### config.mk
export PLATFORM = sky130hd
export DESIGN_NAME = wall_scroller_flat
export DESIGN_NICKNAME = d
export VERILOG_FILES = /design/src/rtl/wall_scroller_pkg.sv /design/src/rtl/wall_scroller_if.sv /design/src/rtl/wall_scroller_slot_update.sv /design/src/rtl/wall_scroller.sv /design/src/flat_wrapper.sv
export SDC_FILE = /design/constraint.sdc
export NUM_CORES = 1
export LEC_CHECK = 0
export CORE_AREA = 8 8 98 100
export DETAILED_ROUTE_END_ITERATION = 16
export DIE_AREA = 0 0 106 108
export PLACE_DENSITY = 0.95
export SLEW_MARGIN = 20
export SYNTH_ARGS = -nofsm -noshare
export SYNTH_HDL_FRONTEND = slang
export SYNTH_SLANG_ARGS = --single-unit
### constraint.sdc
create_clock -name clk -period 5.61 [get_ports clk]
set_clock_uncertainty 0.15 [all_clocks]
set_input_delay 1.122 -clock clk [delete_from_list [all_inputs] [get_ports clk]]
set_output_delay 1.122 -clock clk [all_outputs]
set_load 0.01 [all_outputs]
### src/rtl/wall_scroller_pkg.sv
// Shared constants, FSM states and gap-top clamp for the wall scroller,
// its renderer and the height generator.
package wall_scroller_pkg;

    localparam int unsigned SCREEN_W_D = 160;
    localparam int unsigned WALL_W_D   = 8;
    localparam int unsigned GAP_D      = 32;
    localparam int unsigned MIN_TOP_D  = 8;
    localparam int unsigned MAX_TOP_D  = 80;
    localparam int unsigned BIRD_X_D   = 20;

    typedef enum logic [1:0] {
        ST_IDLE   = 2'd0,
        ST_SCROLL = 2'd1,
        ST_SPAWN  = 2'd2
    } state_e;

    // Only the low seven bits of the random height matter; the sum is 8-bit.
    function automatic logic [6:0] clamp_top(input logic [7:0] h,
                                             input int unsigned min_top,
                                             input int unsigned max_top);
        logic [7:0] sum;
        sum = 8'(min_top) + (h & 8'h7F);
        if (sum > 8'(max_top)) sum = 8'(max_top);
        return sum[6:0];
    endfunction

endpackage

### src/rtl/wall_scroller_if.sv
// Bus between the wall scroller and its game controller / renderer.
interface wall_scroller_if #(
    parameter int unsigned NUM_WALLS = 4
) ();
    localparam int unsigned IDX_W = (NUM_WALLS > 1) ? $clog2(NUM_WALLS) : 1;

    logic             enable;
    logic             frame_tick;
    logic [7:0]       height_in;
    logic             height_ack;
    logic [6:0]       bird_y;
    logic [IDX_W-1:0] rd_idx;
    logic             rd_valid;
    logic [7:0]       rd_x;
    logic [6:0]       rd_top;
    logic             busy;
    logic             frame_done;
    logic [7:0]       score;
    logic             collide;

    modport slave (
        input  enable, frame_tick, height_in, bird_y, rd_idx,
        output height_ack, rd_valid, rd_x, rd_top, busy, frame_done, score, collide
    );

    modport master (
        output enable, frame_tick, height_in, bird_y, rd_idx,
        input  height_ack, rd_valid, rd_x, rd_top, busy, frame_done, score, collide
    );
endinterface

### src/rtl/wall_scroller_slot_update.sv
// Combinational one-frame update of a single wall slot: scroll/retire,
// bird-pass detection and bird/wall collision against the new position.
module wall_slot_update #(
    parameter int unsigned SPEED  = 1,
    parameter int unsigned WALL_W = 8,
    parameter int unsigned GAP    = 32,
    parameter int unsigned BIRD_X = 20
) (
    input  logic       valid_i,
    input  logic [7:0] x_i,
    input  logic [6:0] top_i,
    input  logic [6:0] bird_y_i,
    output logic       valid_o,
    output logic [7:0] x_o,
    output logic       passed_o,
    output logic       hit_o
);
    logic       retire;
    logic [8:0] right_edge;
    logic [7:0] gap_end;

    always_comb begin
        retire     = valid_i && (x_i < 8'(SPEED));
        valid_o    = valid_i && !retire;
        x_o        = valid_o ? (x_i - 8'(SPEED)) : x_i;
        passed_o   = valid_o && (x_i >= 8'(BIRD_X)) && (x_o < 8'(BIRD_X));
        right_edge = {1'b0, x_o} + 9'(WALL_W);
        gap_end    = {1'b0, top_i} + 8'(GAP);
        hit_o      = valid_o && (x_o <= 8'(BIRD_X)) && (9'(BIRD_X) < right_edge) &&
                     ((bird_y_i < top_i) || ({1'b0, bird_y_i} >= gap_end));
    end
endmodule

### src/rtl/wall_scroller.sv
// Per-frame wall manager: scrolls one slot per cycle, then spawns at most
// one new wall; tracks score and a sticky collision flag.
module wall_scroller
    import wall_scroller_pkg::*;
#(
    parameter int unsigned NUM_WALLS = 4,
    parameter int unsigned SCREEN_W  = SCREEN_W_D,
    parameter int unsigned SPEED     = 1,
    parameter int unsigned SPACING   = 40,
    parameter int unsigned WALL_W    = WALL_W_D,
    parameter int unsigned GAP       = GAP_D,
    parameter int unsigned MIN_TOP   = MIN_TOP_D,
    parameter int unsigned MAX_TOP   = MAX_TOP_D,
    parameter int unsigned BIRD_X    = BIRD_X_D
) (
    input  logic           clk,
    input  logic           resetn,
    wall_scroller_if.slave bus
);
    localparam int unsigned IDX_W = $clog2(NUM_WALLS);
    localparam int unsigned CNT_W = $clog2(SPACING);

    state_e               state_q, state_d;
    logic [IDX_W-1:0]     idx_q, idx_d;
    logic [NUM_WALLS-1:0] valid_q, valid_d;
    logic [7:0]           x_q   [NUM_WALLS];
    logic [7:0]           x_d   [NUM_WALLS];
    logic [6:0]           top_q [NUM_WALLS];
    logic [6:0]           top_d [NUM_WALLS];
    logic [CNT_W-1:0]     cnt_q, cnt_d;
    logic [7:0]           score_q, score_d;
    logic                 collide_q, collide_d;

    logic                 u_valid, u_passed, u_hit;
    logic [7:0]           u_x;
    logic                 free_found;
    logic [IDX_W-1:0]     free_idx;

    wall_slot_update #(
        .SPEED  (SPEED),
        .WALL_W (WALL_W),
        .GAP    (GAP),
        .BIRD_X (BIRD_X)
    ) u_slot (
        .valid_i  (valid_q[idx_q]),
        .x_i      (x_q[idx_q]),
        .top_i    (top_q[idx_q]),
        .bird_y_i (bus.bird_y),
        .valid_o  (u_valid),
        .x_o      (u_x),
        .passed_o (u_passed),
        .hit_o    (u_hit)
    );

    // Lowest-index free slot; slots retired during SCROLL are already free here.
    always_comb begin
        free_found = 1'b0;
        free_idx   = '0;
        for (int unsigned i = 0; i < NUM_WALLS; i++) begin
            if (!valid_q[i] && !free_found) begin
                free_found = 1'b1;
                free_idx   = IDX_W'(i);
            end
        end
    end

    always_comb begin
        state_d        = state_q;
        idx_d          = idx_q;
        valid_d        = valid_q;
        x_d            = x_q;
        top_d          = top_q;
        cnt_d          = cnt_q;
        score_d        = score_q;
        collide_d      = collide_q;
        bus.busy       = (state_q != ST_IDLE);
        bus.frame_done = 1'b0;
        bus.height_ack = 1'b0;
        case (state_q)
            ST_IDLE: begin
                if (bus.frame_tick && bus.enable) begin
                    state_d = ST_SCROLL;
                    idx_d   = '0;
                end
            end
            ST_SCROLL: begin
                valid_d[idx_q] = u_valid;
                x_d[idx_q]     = u_x;
                if (u_passed && (score_q != 8'hFF)) score_d = score_q + 8'd1;
                if (u_hit) collide_d = 1'b1;
                if (idx_q == IDX_W'(NUM_WALLS - 1)) state_d = ST_SPAWN;
                else idx_d = idx_q + 1'b1;
            end
            ST_SPAWN: begin
                bus.frame_done = 1'b1;
                state_d        = ST_IDLE;
                // With every slot occupied the counter parks at its terminal value.
                if (cnt_q == CNT_W'(SPACING - 1)) begin
                    if (free_found) begin
                        valid_d[free_idx] = 1'b1;
                        x_d[free_idx]     = 8'(SCREEN_W - 1);
                        top_d[free_idx]   = clamp_top(bus.height_in, MIN_TOP, MAX_TOP);
                        bus.height_ack    = 1'b1;
                        cnt_d             = '0;
                    end
                end else begin
                    cnt_d = cnt_q + 1'b1;
                end
            end
            default: state_d = ST_IDLE;
        endcase
    end

    always_ff @(posedge clk or negedge resetn) begin
        if (!resetn) begin
            state_q   <= ST_IDLE;
            idx_q     <= '0;
            valid_q   <= '0;
            x_q       <= '{default: '0};
            top_q     <= '{default: '0};
            cnt_q     <= '0;
            score_q   <= '0;
            collide_q <= 1'b0;
        end else begin
            state_q   <= state_d;
            idx_q     <= idx_d;
            valid_q   <= valid_d;
            x_q       <= x_d;
            top_q     <= top_d;
            cnt_q     <= cnt_d;
            score_q   <= score_d;
            collide_q <= collide_d;
        end
    end

    assign bus.rd_valid = valid_q[bus.rd_idx];
    assign bus.rd_x     = x_q[bus.rd_idx];
    assign bus.rd_top   = top_q[bus.rd_idx];
    assign bus.score    = score_q;
    assign bus.collide  = collide_q;

endmodule
### src/flat_wrapper.sv
// flat-port wrapper written by rule: the top's interface ports become plain ports
module wall_scroller_flat import wall_scroller_pkg::*;
#(
    parameter int unsigned NUM_WALLS = 4,
    parameter int unsigned SCREEN_W  = SCREEN_W_D,
    parameter int unsigned SPEED     = 1,
    parameter int unsigned SPACING   = 40,
    parameter int unsigned WALL_W    = WALL_W_D,
    parameter int unsigned GAP       = GAP_D,
    parameter int unsigned MIN_TOP   = MIN_TOP_D,
    parameter int unsigned MAX_TOP   = MAX_TOP_D,
    parameter int unsigned BIRD_X    = BIRD_X_D
)
  (clk, resetn, bus_enable, bus_frame_tick, bus_height_in, bus_bird_y, bus_rd_idx, bus_height_ack, bus_rd_valid, bus_rd_x, bus_rd_top, bus_busy, bus_frame_done, bus_score, bus_collide);
  wall_scroller_if #(.NUM_WALLS(NUM_WALLS)) bus_i ();
  input  logic clk;
  input  logic resetn;
  input wire logic [$bits(bus_i.enable)-1:0] bus_enable;
  input wire logic [$bits(bus_i.frame_tick)-1:0] bus_frame_tick;
  input wire logic [$bits(bus_i.height_in)-1:0] bus_height_in;
  input wire logic [$bits(bus_i.bird_y)-1:0] bus_bird_y;
  input wire logic [$bits(bus_i.rd_idx)-1:0] bus_rd_idx;
  output wire logic [$bits(bus_i.height_ack)-1:0] bus_height_ack;
  output wire logic [$bits(bus_i.rd_valid)-1:0] bus_rd_valid;
  output wire logic [$bits(bus_i.rd_x)-1:0] bus_rd_x;
  output wire logic [$bits(bus_i.rd_top)-1:0] bus_rd_top;
  output wire logic [$bits(bus_i.busy)-1:0] bus_busy;
  output wire logic [$bits(bus_i.frame_done)-1:0] bus_frame_done;
  output wire logic [$bits(bus_i.score)-1:0] bus_score;
  output wire logic [$bits(bus_i.collide)-1:0] bus_collide;
  assign bus_i.enable = bus_enable;
  assign bus_i.frame_tick = bus_frame_tick;
  assign bus_i.height_in = bus_height_in;
  assign bus_i.bird_y = bus_bird_y;
  assign bus_i.rd_idx = bus_rd_idx;
  assign bus_height_ack = bus_i.height_ack;
  assign bus_rd_valid = bus_i.rd_valid;
  assign bus_rd_x = bus_i.rd_x;
  assign bus_rd_top = bus_i.rd_top;
  assign bus_busy = bus_i.busy;
  assign bus_frame_done = bus_i.frame_done;
  assign bus_score = bus_i.score;
  assign bus_collide = bus_i.collide;
  wall_scroller #(.NUM_WALLS(NUM_WALLS), .SCREEN_W(SCREEN_W), .SPEED(SPEED), .SPACING(SPACING), .WALL_W(WALL_W), .GAP(GAP), .MIN_TOP(MIN_TOP), .MAX_TOP(MAX_TOP), .BIRD_X(BIRD_X)) u_core (.clk(clk), .resetn(resetn), .bus(bus_i));
endmodule
== Yosys cells after proc, flatten, opt, wreduce, memory -nomap -nowiden ==
Cells that the tools add are included.
Storage, ports and cells
  bits in read-only memories: 0
  bits in latches: 0
  memories: 0
  RAM bits: 0
  bits in registers: 83
  output and inout port bits: 28
  word-level logic and storage cells: 150
Operators by class
  add/subtract/negate cells: 7
  equal/unequal tests: 11
  order comparisons: 18
  $mul: 0
  bitwise operators: 7
  muxes and demuxes: 59
  divide/modulo/power cells: 0
  shift-type cells: 0
  reductions and logical operators: 34
Operators by type and width (number)
  $mux 32: 2
  $pmux 32 s2: 1
  $mux 7: 9
  $mux 8: 7
  $bmux 8 s2: 2
  $bwmux 32: 1
  $demux 8 s2: 2
  $bmux 7 s2: 2
  $bwmux 28: 1
  $or 24x24->24: 1
  $logic_and 1x1->1: 16
  $demux 7 s2: 1
  $mux 1: 13
  $mux 2: 6
  $mux 6: 2
  $ne 2x1->1 const B: 5
  $add 8x4->9 const B: 1
  $ge 3x3->1 const B: 3
  $lt 2x3->1 const B: 3
  $lt 5x9->1 const A: 1
  $not 2->3: 3
  $reduce_and 3->1: 3
  $add 4x7->8 const A: 1
  $add 7x6->8 const B: 1
  other kinds (32): 49

== Logic depth before layout (Yosys ltp) ==
  word-level depth: 19
  gate-level depth with buffers: 12
  gate-level depth less buffers: 10

== Modules after synthesis ==
Synthesis repeated with hierarchy kept, for this count alone.
Second synthesis, totals
  cell total of the unflattened synthesis: 474
  area total of the unflattened synthesis: 5094.9 µm²
By module, submodules not included
  wall_scroller: sequential area each 2077.0 µm², area each 4444.3 µm², times used 1, cells each 385
  wall_slot_update: sequential area each 0.0 µm², area each 650.6 µm², times used 1, cells each 89

== Worst setup path before layout ==
No wires, ideal clock.
  kind: in2out
  start point: input bus_rd_idx[0]
  end point: output bus_rd_top[3]
  arrival time: 2647 ps
  required time: 4338 ps
  setup slack: 1691 ps
  buffers on the path: 2
  stages on the path: 3
  cells stage by stage: clkbuf_1 > buf_1 > mux4_2
On the way
  word-level cells in the longest chain between the ends: 4
Ends and longest elaborated chain
  start, declared: RTL line flat_wrapper.sv:22  | input wire logic [$bits(bus_i.rd_idx)-1:0] bus_rd_idx;
  $not 2->3 (not written as such): RTL line wall_scroller.sv:138  | assign bus.rd_top = top_q[bus.rd_idx];
  $bmux 7 s2: RTL line wall_scroller.sv:138
  $mux 7 (not written as such) (2 in a row): RTL line wall_scroller.sv:138
  end, declared: RTL line flat_wrapper.sv:26  | output wire logic [$bits(bus_i.rd_top)-1:0] bus_rd_top;
No other way between the ends. The select of a mux whose other input is x is not followed.

== Worst setup path after layout ==
  start point: input bus_rd_idx[1]
  end point: output bus_rd_x[5]
On the way
  word-level cells in the longest chain between the ends: 4
Ends and longest elaborated chain
  $not 2->3 (not written as such): RTL line wall_scroller.sv:137  | assign bus.rd_x = x_q[bus.rd_idx];
  $bmux 8 s2: RTL line wall_scroller.sv:137
  $mux 8 (not written as such) (2 in a row): RTL line wall_scroller.sv:137
  end, declared: RTL line flat_wrapper.sv:25  | output wire logic [$bits(bus_i.rd_x)-1:0] bus_rd_x;
No other way between the ends. The select of a mux whose other input is x is not followed.

==> flow_metrics.py <==
metrics = {
    "clocking": {
        "cts_buffers": 9,
        "cts_root_buf": "clkbuf_8",
        "cts_buffer_depth": 2,
        "clk_latency_ns": 0.36,
        "hold_buffers": 0,
        "post-cts-setup-buffer-count": 0,
        "clock_sink_count": 83,
        "cts_max_level": 3,
        "cts_resized": 0,
        "clk_pin_slew_ns": 0.08,
        "cts_tree": "yes",
    },
    "floorplan": {
        "rows": 33,
        "core-area_um2": 8050,
        "die_w_um": 106,
        "start_util": 0.609,
        "die_h_um": 108,
        "die_area_um2": 11400,
        "pin_count": 49,
    },
    "sta": {
        "fin_setup_tns_ns": 0,
        "setup_viol": 0,
        "min_period_ns": 4.45,
        "post-route-period-util": 0.793,
        "timing.slew.headroom": 0.306,
        "hold_viol_final": 0,
        "rsz0062_at_grt": "no",
        "worstMarginPinSlew_ns": 1.04,
        "slew_viol_final": 0,
        "holdWs_ns": 0.343,
        "fmax_mhz": 225,
    },
    "run": {
        "drv_cap": 0,
    },
    "worst_setup_path": {
        "cp_slowest_cell": "clkdlybuf4s50_1",
        "arrival_ns": 3.17,
        "startpoint_type": "input port",
        "crit_top_cell": "clkdlybuf4s50_1",
        "cp-end-kind": "primary output",
        "slowest_delay_ns": 1.10,
        "required_ns": 4.34,
        "path_cells": "clkdlybuf4s50_1 -> mux4_2 -> clkdlybuf4s50_1",
        "critPathKind": "in2out",
        "crit_fanout": 16,
    },
    "synth": {
        "synth_area_leader_cell": "dfrtp_1",
        "ys.warnings.count": 0,
        "synth.most_common_cell": "dfrtp_1",
        "synth.avg_cell_area_um2": 10.9,
        "synth_cell_types": 52,
        "synth_top_area_frac": 0.423,
        "synth_area_um2": 4910,
        "synthTopCellsByCount": "dfrtp_1, nor2_1, nand2_1, inv_1, a21oi_1",
        "synth-edff-count": 0,
        "async_reset_ff_frac": 1.00,
        "syn_inst": 450,
        "synthTopCellsByArea": "dfrtp_1, mux4_2, ha_1",
        "ys_seq_area_frac": 0.423,
        "ys_ff_latch": 83,
        "synth-main-ff-cell": "dfrtp_1",
        "synth_fp_nets": 492,
    },
    "placement": {
        "postPlaceCellArea_um2": 5450,
        "dp.final_hpwl_mm": 8.60,
        "dp_cells": 587,
        "port_buffers": 47,
        "place.gp.congestion": 0.936,
    },
    "finish": {
        "antenna_cells": 0,
        "syn_to_final_growth_pct": 14.8,
        "layout.nets": 535,
        "drive_gt1_frac": 0.171,
        "nFillCells": 546,
        "instances_no_fill": 602,
        "stdcell_area_um2": 5630,
        "multi_input_area_um2": 2620,
        "seq_area_um2": 2080,
    },
    "drt": {
        "ant_nets": 0,
        "wire_per_inst_um": 20.1,
        "drc": 0,
        "wirelength_mm": 12.1,
        "vias_per_cell": 6.49,
        "dr_total_vias": 3906,
        "first_iter_violations": 392,
        "first_pass_iters": 5,
    },
    "power_and_ir_drop": {
        "power.leakage_nw": 2.37,
        "power_density_nw_per_um2": 478,
        "power.total_mw": 2.69,
        "ir_worst_vdd_mv": 0.266,
    },
    "run_status": {
        "outcome": "finished, final reports clean",
    },
    "global_routing": {
        "antenna_found_initial": 0,
        "grt_use_total": 0.220,
        "grt_pass1_wl_mm": 19.9,
        "grt_pass1_vias": 4031,
        "grt_max_degree": 84,
        "grt_overflow": 0,
    },
    "worst_hold_path": {
        "holdCritPathClass": "reg2reg",
    },
}
## path summary, 6_finish.rpt
check | cells past startpoint | slack [ns] | from | endpoint
setup reg to reg | 9 | 1.76 | u_core.idx_q[0] | u_core.bus.score[1]
min in group asynchronous | 1 | 0.63 | resetn | u_core.top_q[2]
max in group asynchronous | 1 | 4.15 | resetn | u_core.x_q[0]
setup / recovery | 3 | 1.16 | bus_rd_idx[1] | bus_rd_x[5]
hold / removal | 2 | 0.34 | u_core.top_q[7] | u_core.top_q[7]
hold reg to reg | 2 | 0.34 | u_core.top_q[7] | u_core.top_q[7]
## per-stage QoR
| stage | setup WS, ns | utilization |
|---|---|---|
| after floorplan | 1.69 | - |
| after global placement | 1.17 | 0.677 |
| after detailed placement | 1.19 | 0.677 |
| after CTS | 1.17 | 0.699 |
| after global routing | 1.13 | 0.700 |
| final | 1.16 | 0.700 |
## cells in the final DEF, fill, tap and decap left out, drive strengths merged, types with 13 or more instances in the layout
master         Yosys  routed
dfrtp             83      83
clkbuf            13      13
nor2              46      46
a21oi             34      34
mux2              21      21
nand2             40      40
mux4              32      32
o21ai             16      16
ha                21      21
clkdlybuf4s50      0      46
inv               35      35
## flip-flops by register name (all words and copies together) (netlist names)
signal and cells:
u_core.bus.collide 1, u_core.bus.score 8, u_core.cnt_q 6, u_core.idx_q 2, u_core.state_q 2, u_core.top_q 28
u_core.valid_q 4, u_core.x_q 32
## layer usage
metal	share of wire	track usage	up-vias
met5	0	0	-
met4	0.033	0.116	0
met3	0.070	0.0541	43
met2	0.51	0.370	226
met1	0.39	0.258	1939
li1	-	-	1698
## critical path, delay by kind of cell
| family | cells | cell delay [ns] |
|---|---|---|
| mux | 1 | 0.44 |
| buf+inv | 2 | 1.60 |
## power by group
group	total (mW)	internal [mW]	switching (mW)
Clock	0.402	0.194	0.209
Combinational	1.36	0.604	0.758
Sequential	0.930	0.750	0.180
## logic make-up after synthesis
logic type | after synthesis | synth area share
flip-flops | 83 | 0.423
multiplexers | 55 | 0.201
adder cells (fa/ha/maj) | 21 | 0.0536
buffers and inverters | 53 | 0.0423
AO/OA/AOI/OAI | 91 | 0.124
AND/OR/NAND/NOR | 135 | 0.135
XOR/XNOR | 12 | 0.0214
## area by class of cell
cell class / count / area share
timing repair buffer: 50 / 0.0877
tap: 105 / 0.0233
sequential: 83 / 0.369
inverter: 35 / 0.0233
multi-input combinational: 314 / 0.465
clock inverter: 2 / 0.00178
clock buffer: 13 / 0.0300
(Power assumes the default switching activity.)
